===== src/rtl/adder_pkg.sv =====
// Shared types and helpers for the digit-serial adder family.
package adder_pkg;

  typedef enum logic [1:0] {
    IDLE = 2'd0,
    RUN  = 2'd1,
    DONE = 2'd2
  } state_e;

  // Digit counter width; a single-digit adder still needs one counter bit.
  function automatic int cnt_w(input int ndig);
    return (ndig > 1) ? $clog2(ndig) : 1;
  endfunction

endpackage


===== src/rtl/digit_adder.sv =====
// Combinational DIGIT-bit ripple adder built from a chain of full-adder cells.
module digit_adder #(
  parameter int DIGIT = 1
) (
  input  logic [DIGIT-1:0] a,
  input  logic [DIGIT-1:0] b,
  input  logic             ci,
  output logic [DIGIT-1:0] s,
  output logic             co
);

  logic [DIGIT:0] c;

  assign c[0] = ci;

  for (genvar i = 0; i < DIGIT; i++) begin : g_fa
    assign s[i]   = a[i] ^ b[i] ^ c[i];
    assign c[i+1] = (a[i] & b[i]) | (c[i] & (a[i] ^ b[i]));
  end

  assign co = c[DIGIT];

endmodule


===== src/rtl/multicycle_adder.sv =====
// Digit-serial WIDTH-bit adder: one DIGIT-bit slice, LSB digit first, start/done handshake.
// Optional subtract mode (port sub) is compiled in with MULTICYCLE_ADDER_SUBTRACT_EN.
module multicycle_adder
  import adder_pkg::*;
#(
  parameter int WIDTH = 8,
  parameter int DIGIT = 1
) (
  input  logic             clk,
  input  logic             rst,
  input  logic             start,
  input  logic [WIDTH-1:0] A,
  input  logic [WIDTH-1:0] B,
  input  logic             cin,
`ifdef MULTICYCLE_ADDER_SUBTRACT_EN
  input  logic             sub,
`endif
  output logic             busy,
  output logic             done,
  output logic [WIDTH-1:0] sum,
  output logic             carry
);

  localparam int NDIG = WIDTH / DIGIT;
  localparam int CW   = cnt_w(NDIG);

  state_e           state_q, state_d;
  logic [WIDTH-1:0] a_q, a_d;
  logic [WIDTH-1:0] b_q, b_d;
  logic [WIDTH-1:0] psum_q, psum_d;
  logic [WIDTH-1:0] sum_q, sum_d;
  logic             c_q, c_d;
  logic             carry_q, carry_d;
  logic [CW-1:0]    cnt_q, cnt_d;

  logic [DIGIT-1:0] dig_s;
  logic             dig_co;
  logic             accept;
  logic             last;
  logic [WIDTH-1:0] b_load;
  logic             c_load;

  digit_adder #(.DIGIT(DIGIT)) u_slice (
    .a  (a_q[DIGIT-1:0]),
    .b  (b_q[DIGIT-1:0]),
    .ci (c_q),
    .s  (dig_s),
    .co (dig_co)
  );

  assign accept = start && ((state_q == IDLE) || (state_q == DONE));
  assign last   = (cnt_q == CW'(NDIG - 1));

`ifdef MULTICYCLE_ADDER_SUBTRACT_EN
  // Two's-complement subtract: invert B and seed the carry with 1.
  assign b_load = sub ? ~B : B;
  assign c_load = sub ? 1'b1 : cin;
`else
  assign b_load = B;
  assign c_load = cin;
`endif

  always_comb begin
    state_d = state_q;
    a_d     = a_q;
    b_d     = b_q;
    c_d     = c_q;
    cnt_d   = cnt_q;
    psum_d  = psum_q;
    sum_d   = sum_q;
    carry_d = carry_q;

    unique case (state_q)
      IDLE: if (accept) state_d = RUN;
      RUN: begin
        a_d    = a_q >> DIGIT;
        b_d    = b_q >> DIGIT;
        c_d    = dig_co;
        cnt_d  = cnt_q + CW'(1);
        // New digit enters at the top so the LSB digit ends up at bit 0.
        psum_d = (psum_q >> DIGIT) | (WIDTH'(dig_s) << (WIDTH - DIGIT));
        if (last) begin
          state_d = DONE;
          sum_d   = psum_d;
          carry_d = dig_co;
        end
      end
      DONE:    state_d = accept ? RUN : IDLE;
      default: state_d = IDLE;
    endcase

    if (accept) begin
      a_d   = A;
      b_d   = b_load;
      c_d   = c_load;
      cnt_d = '0;
    end
  end

  always_ff @(posedge clk) begin
    if (rst) begin
      state_q <= IDLE;
      a_q     <= '0;
      b_q     <= '0;
      c_q     <= 1'b0;
      cnt_q   <= '0;
      psum_q  <= '0;
      sum_q   <= '0;
      carry_q <= 1'b0;
    end else begin
      state_q <= state_d;
      a_q     <= a_d;
      b_q     <= b_d;
      c_q     <= c_d;
      cnt_q   <= cnt_d;
      psum_q  <= psum_d;
      sum_q   <= sum_d;
      carry_q <= carry_d;
    end
  end

  assign busy  = (state_q == RUN);
  assign done  = (state_q == DONE);
  assign sum   = sum_q;
  assign carry = carry_q;

endmodule


===== config.mk =====
export PLATFORM = sky130hd
export DESIGN_NAME = multicycle_adder
export DESIGN_NICKNAME = d
export VERILOG_FILES = /design/src/rtl/adder_pkg.sv /design/src/rtl/digit_adder.sv /design/src/rtl/multicycle_adder.sv
export SDC_FILE = /design/constraint.sdc
export NUM_CORES = 1
export LEC_CHECK = 0
export CAP_MARGIN = 15
export CORE_UTILIZATION = 35
export CTS_CLUSTER_DIAMETER = 40
export CTS_CLUSTER_SIZE = 10
export DETAILED_ROUTE_END_ITERATION = 8
export GPL_TIMING_DRIVEN = 1
export SYNTH_ARGS = -nofsm -noshare
export SYNTH_HDL_FRONTEND = slang
export SYNTH_SLANG_ARGS = --single-unit

===== constraint.sdc =====
create_clock -name clk -period 1.6 [get_ports clk]
set_clock_uncertainty 0.05 [all_clocks]
set_input_delay 0.48 -clock clk [delete_from_list [all_inputs] [get_ports clk]]
set_output_delay 0.48 -clock clk [all_outputs]
set_load 0.005 [all_outputs]

==> results of run 1 <==
## area by class of cell
| type | instances | area share [%] |
|---|---|---|
| well taps | 50 | 3.18 |
| flip-flops and latches | 38 | 38.9 |
| repair buffers | 38 | 19.6 |
| clock buffers | 7 | 3.88 |
| inverters | 1 | 0.445 |
| multi-input cells | 121 | 34.0 |
## stage by stage
stage                     setup slack (ns)  utilization, %  total power, W
final                               0.0624            48.2         0.00189
after global routing               0.00577            48.2         0.00199
after CTS                           0.0161            48.1         0.00192
after detailed placement           -0.0766            46.3         0.00131
after global placement             -0.0392            46.3         0.00130
after floorplan                      0.285               -         0.00120
## worst min-delay path by stage
stage	depth (start not counted)	slack [ns]	endpoint	start
floorplan	2	0.39	psum_q[1]$_SDFFE_PP0P_	psum_q[1]$_SDFFE_PP0P_
global placement	2	0.39	sum[1]$_SDFFE_PP0P_	sum[1]$_SDFFE_PP0P_
detailed placement	2	0.40	sum[3]$_SDFFE_PP0P_	sum[3]$_SDFFE_PP0P_
CTS	2	0.41	sum[3]$_SDFFE_PP0P_	sum[3]$_SDFFE_PP0P_
global route	2	0.42	sum[3]$_SDFFE_PP0P_	sum[3]$_SDFFE_PP0P_
finish	2	0.40	sum[2]$_SDFFE_PP0P_	sum[2]$_SDFFE_PP0P_
## what timing repair did
action / CTS / global route
resized for setup: 16 / 2
setup endpoints to repair: 11 / 2
pin swaps: 0 / 1
## report_power, final
group | internal, W | switching, W | leakage (nW)
sequential | 0.000993 | 0.0000283 | 0.312
clock | 0.000300 | 0.000307 | 0.0383
combinational | 0.000133 | 0.000133 | 0.393
## sequential cells by signal (all words and copies together) (netlist names)
register and flops:
a_q 8, psum_q 7, state_q 2, c_q 1, carry 1, cnt_q 3
b_q 8, sum 8
## worst max-delay path, delay by kind of cell, from the launching register on
kind                   cells  cell delay, ns
flip-flops                 1            0.33
buffers and inverters      2            0.24
AND/OR/NAND/NOR            1            0.16
## synth_stat cells
library cell and instances:
xnor2_1 1, ha_1 2, and2b_1 1, nand3_1 12, buf_2 4, nor2_1 8
a21oi_1 19, inv_6 1, nand2_1 36, mux2i_1 3, nand3b_1 1, buf_4 4
buf_6 2, fa_1 1, buf_1 1, nor3_1 15, clkbuf_1 3, a22oi_1 2
nor3_2 3, nor2b_1 1, o22ai_1 7, dfxtp_1 38, a311oi_1 6, nand2b_1 2
o21a_1 1
## layer usage
| metal | wire (µm) | vias to the layer above | GRT usage, % |
|---|---|---|---|
| met2 | 1570 | 30 | 29.1 |
| met3 | 149 | 8 | 4.00 |
| li1 | - | 668 | - |
| met5 | 0 | - | 0 |
| met4 | 72 | 0 | 10.9 |
| met1 | 1490 | 596 | 17.3 |
## kinds of logic (layout without fill, tap and decap cells)
| family | after synthesis | in the layout | synth area share [%] |
|---|---|---|---|
| buffers and inverters | 15 | 46 | 6.34 |
| AND/OR/NAND/NOR | 79 | 79 | 24.0 |
| multiplexers | 3 | 3 | 1.98 |
| flip-flops | 38 | 38 | 50.1 |
| XOR/XNOR | 1 | 1 | 0.577 |
| adder cells (fa/ha/maj) | 3 | 3 | 2.97 |
| AO/OA/AOI/OAI | 35 | 35 | 14.1 |
==> run metrics, run 1 <==
fin cells=255; drc violations=0; CTS tree=built; crit path max-delay cell type=dfxtp_2; most frequent cells in the layout=nand2_1, dfxtp_1, a21oi_1, clkdlybuf4s50_1, nor3_1; post-synth net total=197; Min Hold Slack=0.402 ns; Routed WL=3280 µm; Crit Path Max Fanout=3; R2R Setup Slk=0.18 ns; crit path DAT=roughly 1 ns; startpoint types=flip-flop; Iteration-0 DRC Markers=54; Pleak=approximately 0.74 nW; Placement Rows=23; critical path class=flip-flop to output pin; vias in the first global route=1,288; Inst Count DP=248; fraction of layout cells with a size suffix above 1=10.7%; status=finished, final reports clean; post-CTS setup buffer count=0; Post-CTS Hold Buffers=0; VDD IR max=0.435 mV; PortBufs=30; CP cell instances=nand2b_4, inv_6, clkdlybuf4s15_1; # IOs=31; Sequential Area=roughly 770 µm²; Avg WL per Cell=approximately 13 µm; most area-hungry cell type in the Yosys netlist=dfxtp_1; hpwl dp=roughly 2200 µm; Final ANT Viol Nets=0; mapped cell area=1520 µm²; Synth cell types=25; ranking of synthesized cells by area=dfxtp_1, nand2_1, a21oi_1; die span in y=between 60 and 70 µm; global-route wire length before repair=~5400 µm; vias per cell=5.11; pwr/cell area=962 nW/µm²; final period utilization=96.1%; global route overflow=0; Period minus WS final=~1.5 ns; die width=around 68 µm; clock sinks=38; Hold Violations, Final=0; Die ar.=approximately 4600 µm²; Worst setup endpoint=busy; CP startpoint=state_q[1]$_SDFFE_PP0P_; Via Count=about 1,300; DRT Pass-1 Iters=4; Final nets=228; measured slew at the worst slew-check pin=0.388 ns; HP Class=flip-flop to flip-flop; Max Cap Viol=0; Max Fclk=0.650 GHz; largest net degree at the start of global routing=39; post-synthesis cell count=174; core area=4090 µm²; Starting Density=37.2%; worst path required time=1.07 ns; post-synthesis average cell area=between 8 and 9 µm²; synth warn=0; Crit path largest cell delay=approximately 0.33 ns; Reg2Reg Depth=5; Overall Global Routing Usage=16.5%; initial antenna violation count=0; Antenna Cells=0; CTS clk-pin slew, worst paths=0.07 ns; RSZ-0062 raised after global routing=false; Setup Viol. Count Final=0; post-synthesis sequential area ratio=50.1%; Cell Area, Placed=about 1900 µm²; Num CTS Buffers=5; top-area cell type share of the netlist area=50.1%; final instance area=1970 µm²; CTS max path bufs=2; Routability Congestion=0.737; Clk Latency, worst-skew pair=around 0.28 ns; fin. max-slew vios=0; P&R area growth vs syn=29.6%; area of the multi-input gates=669 µm²; Setup TNS=0 ns; Rel. slew slack=74.1%; leading cell type in the layout, fill and taps excluded=nand2_1; Root Buffer=clkbuf_8; Critical Path Sink Type=output pin; Fill cells=414; FF-to-FF End=carry$_SDFFE_PP0P_; reg2reg start=cnt_q[0]$_SDFFE_PP0P_; H-Tree Depth=2; Seq cells post-synth=38
No activity file was read; power rests on OpenSTA's default activity.
==> run 2, diff against run 1 <==
--- a/config.mk
+++ b/config.mk
@@ -14,3 +14,4 @@
 export SYNTH_ARGS = -nofsm -noshare
 export SYNTH_HDL_FRONTEND = slang
 export SYNTH_SLANG_ARGS = --single-unit
+export TNS_END_PERCENT = 50
==> results of run 2 <==
The final DEF is identical to that of run 1; final timing and power are the same.
